## src/rtl/change_dispenser.sv

```systemverilog
// Coin change dispenser: pays an amount in 5-cent units as timed dime/nickel
// ejector pulses, preferring dimes and falling back to nickels when the dime tube is empty.
module change_dispenser #(
    parameter int PULSE_CYCLES = 4,
    parameter int GAP_CYCLES   = 2
) (
    input  logic       clk,
    input  logic       rst,
    input  logic       change_valid,
    input  logic [2:0] change,
    input  logic       dime_empty,
    input  logic       nickel_empty,
    input  logic       fault_clr,
    output logic       dime_eject,
    output logic       nickel_eject,
    output logic       busy,
    output logic       done,
    output logic       fault,
    output logic [2:0] remaining
);

    // state | meaning
    // IDLE  | waiting for a change strobe
    // PICK  | one cycle: choose next coin from remaining and tube status
    // PULSE | selected ejector held high for PULSE_CYCLES
    // GAP   | both ejectors low for GAP_CYCLES
    // DONE  | one-cycle done pulse
    // FAULT | no coin can be paid; wait for fault_clr
    typedef enum logic [2:0] {
        IDLE  = 3'd0,
        PICK  = 3'd1,
        PULSE = 3'd2,
        GAP   = 3'd3,
        DONE  = 3'd4,
        FAULT = 3'd5
    } state_t;

    localparam logic [3:0] PULSE_LOAD = 4'(PULSE_CYCLES - 1);
    localparam logic [3:0] GAP_LOAD   = 4'(GAP_CYCLES - 1);

    state_t     state, state_n;
    logic [3:0] cnt, cnt_n;
    logic [2:0] rem, rem_n;
    logic       sel_dime, sel_dime_n;

    always_ff @(posedge clk) begin
        if (rst) begin
            state    <= IDLE;
            cnt      <= 4'd0;
            rem      <= 3'd0;
            sel_dime <= 1'b0;
        end else begin
            state    <= state_n;
            cnt      <= cnt_n;
            rem      <= rem_n;
            sel_dime <= sel_dime_n;
        end
    end

    always_comb begin
        state_n    = state;
        cnt_n      = cnt;
        rem_n      = rem;
        sel_dime_n = sel_dime;
        case (state)
            IDLE: begin
                if (change_valid) begin
                    if (change != 3'd0) begin
                        rem_n   = change;
                        state_n = PICK;
                    end else begin
                        state_n = DONE;
                    end
                end
            end
            PICK: begin
                if (rem == 3'd0) begin
                    state_n = DONE;
                end else if (rem >= 3'd2 && !dime_empty) begin
                    sel_dime_n = 1'b1;
                    cnt_n      = PULSE_LOAD;
                    state_n    = PULSE;
                end else if (!nickel_empty) begin
                    sel_dime_n = 1'b0;
                    cnt_n      = PULSE_LOAD;
                    state_n    = PULSE;
                end else begin
                    state_n = FAULT;
                end
            end
            PULSE: begin
                if (cnt == 4'd0) begin
                    // saturating subtract keeps remaining from wrapping
                    if (sel_dime)
                        rem_n = (rem >= 3'd2) ? rem - 3'd2 : 3'd0;
                    else
                        rem_n = (rem >= 3'd1) ? rem - 3'd1 : 3'd0;
                    cnt_n   = GAP_LOAD;
                    state_n = GAP;
                end else begin
                    cnt_n = cnt - 4'd1;
                end
            end
            GAP: begin
                if (cnt == 4'd0)
                    state_n = PICK;
                else
                    cnt_n = cnt - 4'd1;
            end
            DONE: begin
                state_n = IDLE;
            end
            FAULT: begin
                if (fault_clr) begin
                    rem_n   = 3'd0;
                    state_n = IDLE;
                end
            end
            default: begin
                state_n = IDLE;
            end
        endcase
    end

    assign dime_eject   = (state == PULSE) &&  sel_dime;
    assign nickel_eject = (state == PULSE) && !sel_dime;
    assign busy         = (state != IDLE);
    assign done         = (state == DONE);
    assign fault        = (state == FAULT);
    assign remaining    = rem;

endmodule

```

## config.mk

```make
export PLATFORM = sky130hd
export DESIGN_NAME = change_dispenser
export DESIGN_NICKNAME = d
export VERILOG_FILES = /design/src/rtl/change_dispenser.sv
export SDC_FILE = /design/constraint.sdc
export NUM_CORES = 1
export LEC_CHECK = 0
export ABC_AREA = 1
export CAP_MARGIN = 30
export CORE_ASPECT_RATIO = 1.1
export CORE_UTILIZATION = 45
export CTS_CLUSTER_SIZE = 30
export DETAILED_ROUTE_END_ITERATION = 8
export HOLD_SLACK_MARGIN = 0.1
export PLACE_DENSITY = 0.73
export SLEW_MARGIN = 20
export SYNTH_ARGS = -nofsm -noshare
export SYNTH_HDL_FRONTEND = slang
export SYNTH_SLANG_ARGS = --single-unit
```

## constraint.sdc

```tcl
create_clock -name clk -period 1.2 [get_ports clk]
set_input_delay 0.24 -clock clk [delete_from_list [all_inputs] [get_ports clk]]
set_output_delay 0.24 -clock clk [all_outputs]
set_load 0.01 [all_outputs]
```

# ---- Yosys cells after proc, flatten, opt, wreduce, memory -nomap -nowiden
# Index checks and enable logic that the tools add are counted.
dict set report totals {
  reg_bits 11
  latch_bits 0
  ram_bits 0
  mem_bits_ro 0
  inputBits 9
  out_inout_bits 8
  wordCells 64
  n_memories 0
}
dict set report classes {
  add_sub_neg 3
  n_mul 0
  div_mod_pow 0
  order_cmp 2
  eq_ne 14
  shifts 0
  mux 24
  bitwise 1
  n_reduce_logical 16
}
# operator count
set op_table {}
lappend op_table {{two-way mux 3 bit} 14}
lappend op_table {{two-way mux 4 bit} 5}
lappend op_table {{case mux 3 bit (5 select lines)} 1}
lappend op_table {{!= test 2 bit, second input constant} 7}
lappend op_table {{case mux 4 bit (3 select lines)} 1}
lappend op_table {{nonzero test 3 bit} 4}
lappend op_table {{case mux 3 bit (3 select lines)} 1}
lappend op_table {{AND reduction 4 bit} 2}
lappend op_table {{equality test 3 x 2 -> 1 bit, second input constant} 2}
lappend op_table {{equality test 3 bit, second input constant} 2}
lappend op_table {{logical NOT 3 bit} 2}
lappend op_table {{AND reduction 5 bit} 1}
lappend op_table {{logical NOT 4 bit} 1}
lappend op_table {{subtractor 4 x 1 -> 4 bit, second input constant} 1}
lappend op_table {{equality test 3 x 1 -> 1 bit, second input constant} 1}
lappend op_table {{>= comparator 3 x 1 -> 1 bit, second input constant} 1}
lappend op_table {{>= comparator 3 x 2 -> 1 bit, second input constant} 1}
lappend op_table {{logical AND 1 bit} 3}
lappend op_table {{!= test 3 bit, second input constant} 1}
lappend op_table {{AND reduction 3 bit} 1}
lappend op_table {{subtractor 3 x 1 -> 3 bit, second input constant} 1}
lappend op_table {{subtractor 3 x 2 -> 3 bit, second input constant} 1}
lappend op_table {{logical NOT 1 bit} 2}
lappend op_table {{two-way mux 1 bit} 2}
lappend op_table {{2 further kinds} 2}

# ---- Logic depth before layout (Yosys ltp)
# Gate-level depths: netlist of run 1.
dict set report depth {
  word_depth 5
  mapped_depth 10
  ltp_nobuf 10
}

# ---- Worst setup path after synthesis of run 1
# Ideal clock, no wire load.
dict set report synth_timing {
  path_kind {reg-to-reg}
  startpoint {register rem[1], in the netlist remaining[1]}
  endpoint {register cnt[1]}
  setup_time_ps 117
  arrival_time_ps 1302
  required_ps 1083
  path_slack_ps -219
  stages_incl_launch_ff 9
  n_path_buf 0
  synth_period_minus_slack_ps 1419
  cell_sequence {dfxtp_1 -> inv_1 -> ha_1 -> nand2_1 -> nand2_1 -> nand3_1 -> nand3_2 -> nor3_1 -> nor2_1}
}
dict set report synth_via {
  elab_chain_len 5
  elab_cells_between_ends 9
  classes_between {1 x order compare; 2 x eq/ne; 3 x mux; 3 x reduce/logical}
}
# element line
set synth_lines {}
lappend synth_lines {{start: declaration} 43} ;# logic [2:0] rem, rem_n;
lappend synth_lines {{start signal: assignment} 55} ;# rem <= rem_n;
lappend synth_lines {{>= comparator 3 x 2 -> 1 bit} 79} ;# end else if (rem >= 3'd2 && !dime_empty) begin
lappend synth_lines {{logical AND 1 bit} 79}
lappend synth_lines {{two-way mux 4 bit} 79}
lappend synth_lines {{two-way mux 4 bit} 77} ;# if (rem == 3'd0) begin
lappend synth_lines {{case mux 4 bit (3 select lines)} 65} ;# case (state)
lappend synth_lines {{end signal: assignment} 54} ;# cnt <= cnt_n;
lappend synth_lines {{end: declaration} 42} ;# logic [3:0] cnt, cnt_n;
# Parallel ways exist; a longest one is shown, timed or not. The select of a mux whose other input is x is not followed.
# A chain may end at the register's enable or synchronous reset.

# ---- Final worst setup path of run 1
# Same ends and word-level chain as after synthesis.

==> results of run 1 <==
==> report_power, final <==
group	switching, mW	total (mW)	internal (mW)	leakage (nW)
clock network	0.150	0.280	0.129	0.0150
logic	2.04	3.64	1.60	0.744
registers	0.142	0.667	0.526	0.0943
total	2.33	4.58	2.25	0.854
==> worst max-delay path, cell delays in order, from the launching register on <==
cell and delay [ps]:
dfxtp_4 370, inv_4 90, ha_1 150, inv_1 50, nor2_2 160, nand2_2 150
nand3_4 170, nand2_2 70, nand2_1 60, nor2_1 40
==> registers in the layout (all words and copies together), names as in the netlist <==
name	count
cnt	4
remaining	3
sel_dime	1
state	3
==> cell families (layout without fill, tap and decap cells) <==
logic type	Yosys count	count (layout)
flip-flops	11	11
XOR/XNOR	1	1
adder cells (fa/ha/maj)	7	7
buffers and inverters	26	83
AO/OA/AOI/OAI	10	10
AND/OR/NAND/NOR	104	104
==> what timing repair did <==
action                                  CTS  global route
cloned                                    0             0
setup buffers                             5             1
gates resized for setup                  76            15
endpoints found under the setup margin   19            16
pin swaps                                30             8
==> final timing paths <==
check / start / to / slack [ps]
setup reg to reg: remaining[1] / cnt[1] / -220
hold / removal: cnt[3] / cnt[3] / 590
setup / recovery: remaining[1] / cnt[1] / -220
hold reg to reg: cnt[3] / cnt[3] / 590
==> routing by layer <==
metal  global-route usage  vias up
met4                0.167        0
met3               0.0683       23
met2                0.593       61
met1                0.343      620
met5                    0        -
li1                     -      613
==> layout make-up <==
| class | instances | area [sq um] | share of cell area |
|---|---|---|---|
| Clock buffer | 4 | 26.3 | 0.0149 |
| Timing Repair Buffer | 55 | 455 | 0.259 |
| Inverter | 24 | 108 | 0.0611 |
| Sequential cell | 11 | 240 | 0.136 |
| Multi-Input combinational cell | 122 | 897 | 0.509 |
| Tap cell | 28 | 35.0 | 0.0199 |
==> cells in the mapped netlist, drive strengths merged <==
cell,instances
a21oi,8
buf,2
dfxtp,11
ha,7
inv,24
nand2,49
nand3,19
nand4,3
nor2,28
nor3,4
o211ai,1
o21ai,1
or2,1
xor2,1
==> layout by cell type (no fill, tap or decap), types with 3 or more instances in the layout <==
cell             instances
nor2_2                   6
a21oi_2                  6
nand3_2                  4
inv_1                   14
nand2_1                 35
nand2_2                  8
ha_4                     3
clkbuf_4                 3
buf_6                    8
nor2_4                   6
nor2_1                  16
clkdlybuf4s50_1          8
dfxtp_1                  3
nand2_4                  6
nor3_2                   3
ha_1                     3
inv_2                    4
buf_2                    5
nand3_1                 10
nand3_4                  5
buf_4                   32
inv_4                    5
dfxtp_2                  4
dfxtp_4                  4
==> metrics by stage <==
step | instance area [sq um] | hold WS (ps) | util | setup slack (ps)
after floorplan | 1050 | 450 | - | -45.1
after global placement | 1480 | 578 | 0.742 | -249
after detailed placement | 1480 | 598 | 0.742 | -310
after CTS | 1700 | 593 | 0.849 | -195
after global routing | 1760 | 615 | 0.881 | -303
final | 1760 | 593 | 0.881 | -218
==> metrics.md, run 1 <==
| Metric | Value |
|---|---|
| Synth Area in XOR/XNOR | 0.00923 |
| Final Hold Vio Count | 0 |
| Worst EP arrival | 1590 ps |
| Max-slew violations | 0 |
| Violated checks | setup timing |
| Clock buffer count from CTS | 3 |
| H-tree levels | 1 |
| Finished Layout Cells | 244 |
| FILL cells | 98 |
| Root Driver | clkbuf_4 |
| First drt pass iteration count | 4 |
| Antenna Nets Post-Route | 0 |
| Initial DRC Count | 48 |
| Power Total | 4.58 mW |
| Total GRT Usage | 0.329 |
| Top sig layer | met4 |
| Unrepaired setup endpoints after global routing | true |
| GPL Wtd Cong | between 0.8 and 0.9 |
| Setup TNS | -2420 ps |
| IO buf count | 16 |
| Syn_nets | approximately 180 |
| Crit path time final | 1420 ps |
| Yosys warnings | 0 |
| Crit Path Class | reg2reg |
| Overflow after GRT | 0 |
| Final period utilization | 1.18 |
| Placed insts | between 200 and 250 |
| Met2 wire len | around 2 mm |
| WL/cell | roughly 15 um |
| Chip height | 50.2 um |
| Mux cell area share after synthesis | 0 |
| Worst skew pair latency | between 200 and 300 ps |
| I/O pin count | 17 |
| Starting Density | 0.474 |
| Clock tree buffer depth | 2 |
| Area contributors post-synth | dfxtp_1, nand2_1, nor2_1, ha_1, inv_1 |
| CTS tree | done |
| Largest net degree at the start of global routing | 8 |
| Final nets | approximately 230 |
| Die area | 2300 sq um |
| # setup viols final | 16 |
| Largest family of logic cells by synthesized area | simple AND/OR/NAND/NOR gates |
| Vias in the first global route | around 1.2k |
| R2R cell count | 9 |
| CP Capture Type | flip-flop |
| Core area | ~2000 sq um |
| Share of the synthesized area in the top cell type | 0.232 |
| Simple-Gate Fraction of Synth Area | 0.507 |
| Final worst slack | -218 ps |
| Synth-to-Final Area Change | 85.8% |
| Worst Path Max Fanout | 6 |
| Drc violations | 0 |
| Layout cells sized above 1 | 0.551 |
| Hold Crit Class | reg2reg |
| Vias/cell | 5.40 |
| Clock Skews | 2.12 ps |
| Num Clock Sinks | 11 |
| Number of distinct library cells after synthesis | 21 |
| Final HPWL DP | 2.30 mm |
| Worst slew margin | 0.830 |
| F_max | slightly above 0.7 GHz |
| Mapped Avg Cell Area | roughly 6.0 sq um |
| N_diodes | 0 |
| Row count | 17 |
| Run status | finished, violations left |
| Slew @ Worst Pin | about 250 ps |
| Setup crit start kind | flip-flop |
| Met3 routed WL | between 150 and 200 um |
| Max Cap Viol | 0 |
| Chip width | 45.8 um |
| Post-synthesis adder-cell area fraction | 0.0923 |
| Power density over the cells | 2600 nW/um^2 |
| Register area share after synthesis | 0.232 |
| Synth Cell Area | between 900 and 1000 sq um |
| Synth Area in Compound Gates | 0.0554 |
| First-pass GRT wire length | 5.44 mm |
| Max rail drop VDD | 1.67 mV |
| Hold path depth | 3 |
| Synth Instances | about 160 |
| Met1 wire length | 1.32 mm |
| Flops & latches, synth | 11 |
| Hold-fix buffers, CTS | 0 |
| Clock transition at path regs | approximately 80 ps |
| Routed WL | 3.63 mm |
| Initial antenna violation count | 0 |
| Pleak | 0.854 nW |
| Via count | between 1k and 1.5k |
| Critical Path RT | roughly 1400 ps |
| Yosys top cell by area | dfxtp_1 |
(Power assumes the default switching activity.)
==> inputs of run 2 (changes only) <==
--- a/config.mk
+++ b/config.mk
@@ -7,12 +7,13 @@
 export LEC_CHECK = 0
 export ABC_AREA = 1
 export CAP_MARGIN = 30
-export CORE_ASPECT_RATIO = 1.1
+export CORE_ASPECT_RATIO = 1.5
 export CORE_UTILIZATION = 45
 export CTS_CLUSTER_SIZE = 30
 export DETAILED_ROUTE_END_ITERATION = 8
 export HOLD_SLACK_MARGIN = 0.1
 export PLACE_DENSITY = 0.73
+export SKIP_LAST_GASP = 1
 export SLEW_MARGIN = 20
 export SYNTH_ARGS = -nofsm -noshare
 export SYNTH_HDL_FRONTEND = slang
==> run 2 against run 1 <==
Largest power group unchanged. Final cell count decreased by 0.41%. Wire length grew 32%. Core utilization is 5.5 points higher. Power up 12%. Clock skew increased by 15 ps. Via count grew 10%. Global-route usage up 2.1 points. The run still ends with setup timing left.
==> metrics.md, run 2 (same netlist as run 1, synthesis figures left out) <==
| Metric | Value |
|---|---|
| Family with the most delay on the worst path | simple AND/OR/NAND/NOR gates |
| Initial antenna violation count | 0 (unchanged) |
| Max rail drop VDD | 1.86 mV (+11%) |
| R2R cell count | 9 (unchanged) |
| Final HPWL DP | 2.36 mm (+2.4%) |
| Hold Crit Class | reg2reg |
| Drc violations | 0 (unchanged) |
| # setup viols final | 16 (unchanged) |
| Critical Path RT | 1360 ps (-20 ps) |
| Num Clock Sinks | 11 (unchanged) |
| Stages on the worst setup path | 9 (unchanged) |
| Cells along the critical path | buf_4, nand3_4, buf_4, nand3_2, nand2_1, nor2_2, nand3_1, nand2_1, nor2_1 |
| Largest net degree at the start of global routing | 8 (unchanged) |
| Max Cap Viol | 0 (unchanged) |
| Via count | 1454 (+10%) |
| Setup crit start kind | flip-flop |
| WL/cell | 19.7 um (+33%) |
| Final nets | 238 (+2.1%) |
| Root Driver | clkbuf_4 |
| Vias/cell | 5.98 (+11%) |
| Hold path depth | 3 (unchanged) |
| Clock buffer count from CTS | 3 (unchanged) |
| IO buf count | 16 (unchanged) |
| N_diodes | 0 (unchanged) |
| Crit path time final | 1550 ps (+129 ps) |
| First-pass GRT wire length | 5.60 mm (+3.0%) |
| GPL Wtd Cong | 0.791 (-5.4%) |
| Core area | 2000 sq um (+0.13%) |
| Most common cell after layout, fill and taps aside | buf_4 |
| Setup Slack @ Placement | -319 ps (-8.55 ps) |
| Total GRT Usage | 0.350 (+0.0212) |
| Hold-fix buffers, CTS | 0 (unchanged) |
| Worst skew pair latency | 290 ps (about the same) |
| CP max stage delay | 390 ps (+20 ps) |
| Starting Density | 0.474 (-0.000593) |
| CTS tree | done |
| Antenna Nets Post-Route | 0 (unchanged) |
| Synth-to-Final Area Change | 97.5% |
| Final instance area | 1870 sq um (+6.3%) |
| Crit Path Class | reg2reg |
| Layout cells sized above 1 | 0.602 (+0.0509) |
| Largest Register | cnt |
| I/O pin count | 17 (unchanged) |
| Worst Path Max Fanout | 4 (-2) |
| Final worst slack | -346 ps (-129 ps) |
| F_max | 0.647 GHz (-8.3%) |
| Initial DRC Count | 71 (+48%) |
| Slew @ Worst Pin | 307 ps (+53.5 ps) |
| Run status | finished, violations left |
| Largest register FFs | 4 (unchanged) |
| Routed WL | 4.80 mm (+32%) |
| Final Hold Vio Count | 0 (unchanged) |
| Die area | 2300 sq um (+0.16%) |
| Row count | 20 (+3) |
| Vias in the first global route | 1353 (+8.7%) |
| H-tree levels | 1 (unchanged) |
| Worst slew margin | 0.794 (-0.0359) |
| Pleak | 0.875 nW (+2.5%) |
| Chip width | 39.5 um (-14%) |
| Leading cell types in the layout, fill and taps excluded | buf_4, nand2_1, nor2_1 |
| Clock Skews | 17.0 ps (+14.9 ps) |
| Critical path buffers and inverters | 2 (unchanged) |
| Max-slew violations | 0 (unchanged) |
| Setup TNS | -3490 ps (-1070 ps) |
| Violated checks | setup timing |
| Overflow after GRT | 0 (unchanged) |
| Unrepaired setup endpoints after global routing | true |
| Worst EP arrival | 1710 ps (+120 ps) |
| Power density over the cells | 2740 nW/um^2 (+5.5%) |
| Placed Area | 1500 sq um (+1.0%) |
| Chip height | 58.2 um (+16%) |
| Clock tree buffer depth | 2 (unchanged) |
| Final period utilization | 1.29 (+0.107) |
| First drt pass iteration count | 4 (unchanged) |
| Critical-path top delay cell | dfxtp_4 |
| Clock transition at path regs | 100 ps (+20 ps) |
| CP Capture Type | flip-flop |
-- run 2: per-layer routing --
metal,wire (um),vias to the layer above,global-route usage
li1,-,625,-
met1,1650,706,0.304
met2,2550,83,0.691
met3,285,40,0.0498
met4,319,0,0.177
met5,0,-,0
-- run 2: repair_timing --
| item | CTS | global route |
|---|---|---|
| setup buffers | 5 | 3 |
| pin swaps | 27 | 26 |
| setup endpoints to repair | 19 | 16 |
| gates resized for setup | 72 | 44 |
-- run 2: per-stage QoR --
step                power [mW]  hold slack (ps)  cells   util
floorplan                 2.22              450    159      -
global route              5.38              650    243  0.936
finish                    5.14              641    243  0.936
CTS                       4.22              590    240  0.848
detailed placement        3.40              579    231  0.749
global placement          3.29              575    231  0.749
-- run 2: layout make-up --
cell class	count	area, sq um
timing repair buffer	60	518
fill	69	129
sequential	11	245
inverter	24	110
tap	22	27.5
clock buffer	4	26.3
multi-input combinational	122	946
-- run 2: worst min-delay path, delay by kind of cell (launching register included) --
family	cells	cell delay (ps)
AO/OA/AOI/OAI	1	60
buffers and inverters	1	140
flip-flops	1	340
AND/OR/NAND/NOR	1	60
-- run 2: path summary, 6_finish.rpt --
check | start | to | slack (ps)
worst min-delay path | cnt[0] | cnt[0] | 640
worst max register to register | state[1] | remaining[0] | -350
worst min register to register | cnt[0] | cnt[0] | 640
worst max-delay path | state[1] | remaining[0] | -350
-- run 2: power breakdown --
group / total, mW / leakage (nW) / internal (mW) / switching [mW]
logic: 4.14 / 0.765 / 1.82 / 2.32
clock network: 0.288 / 0.0150 / 0.129 / 0.159
registers: 0.709 / 0.0949 / 0.534 / 0.175
total: 5.14 / 0.875 / 2.48 / 2.65
==> inputs of run 3 (changes only) <==
--- a/config.mk
+++ b/config.mk
@@ -9,6 +9,7 @@
 export CAP_MARGIN = 30
 export CORE_ASPECT_RATIO = 1.5
 export CORE_UTILIZATION = 45
+export CTS_CLUSTER_DIAMETER = 100
 export CTS_CLUSTER_SIZE = 30
 export DETAILED_ROUTE_END_ITERATION = 8
 export HOLD_SLACK_MARGIN = 0.1
==> results of run 3 <==
No change in the layout: final DEF, timing and power equal those of run 2.
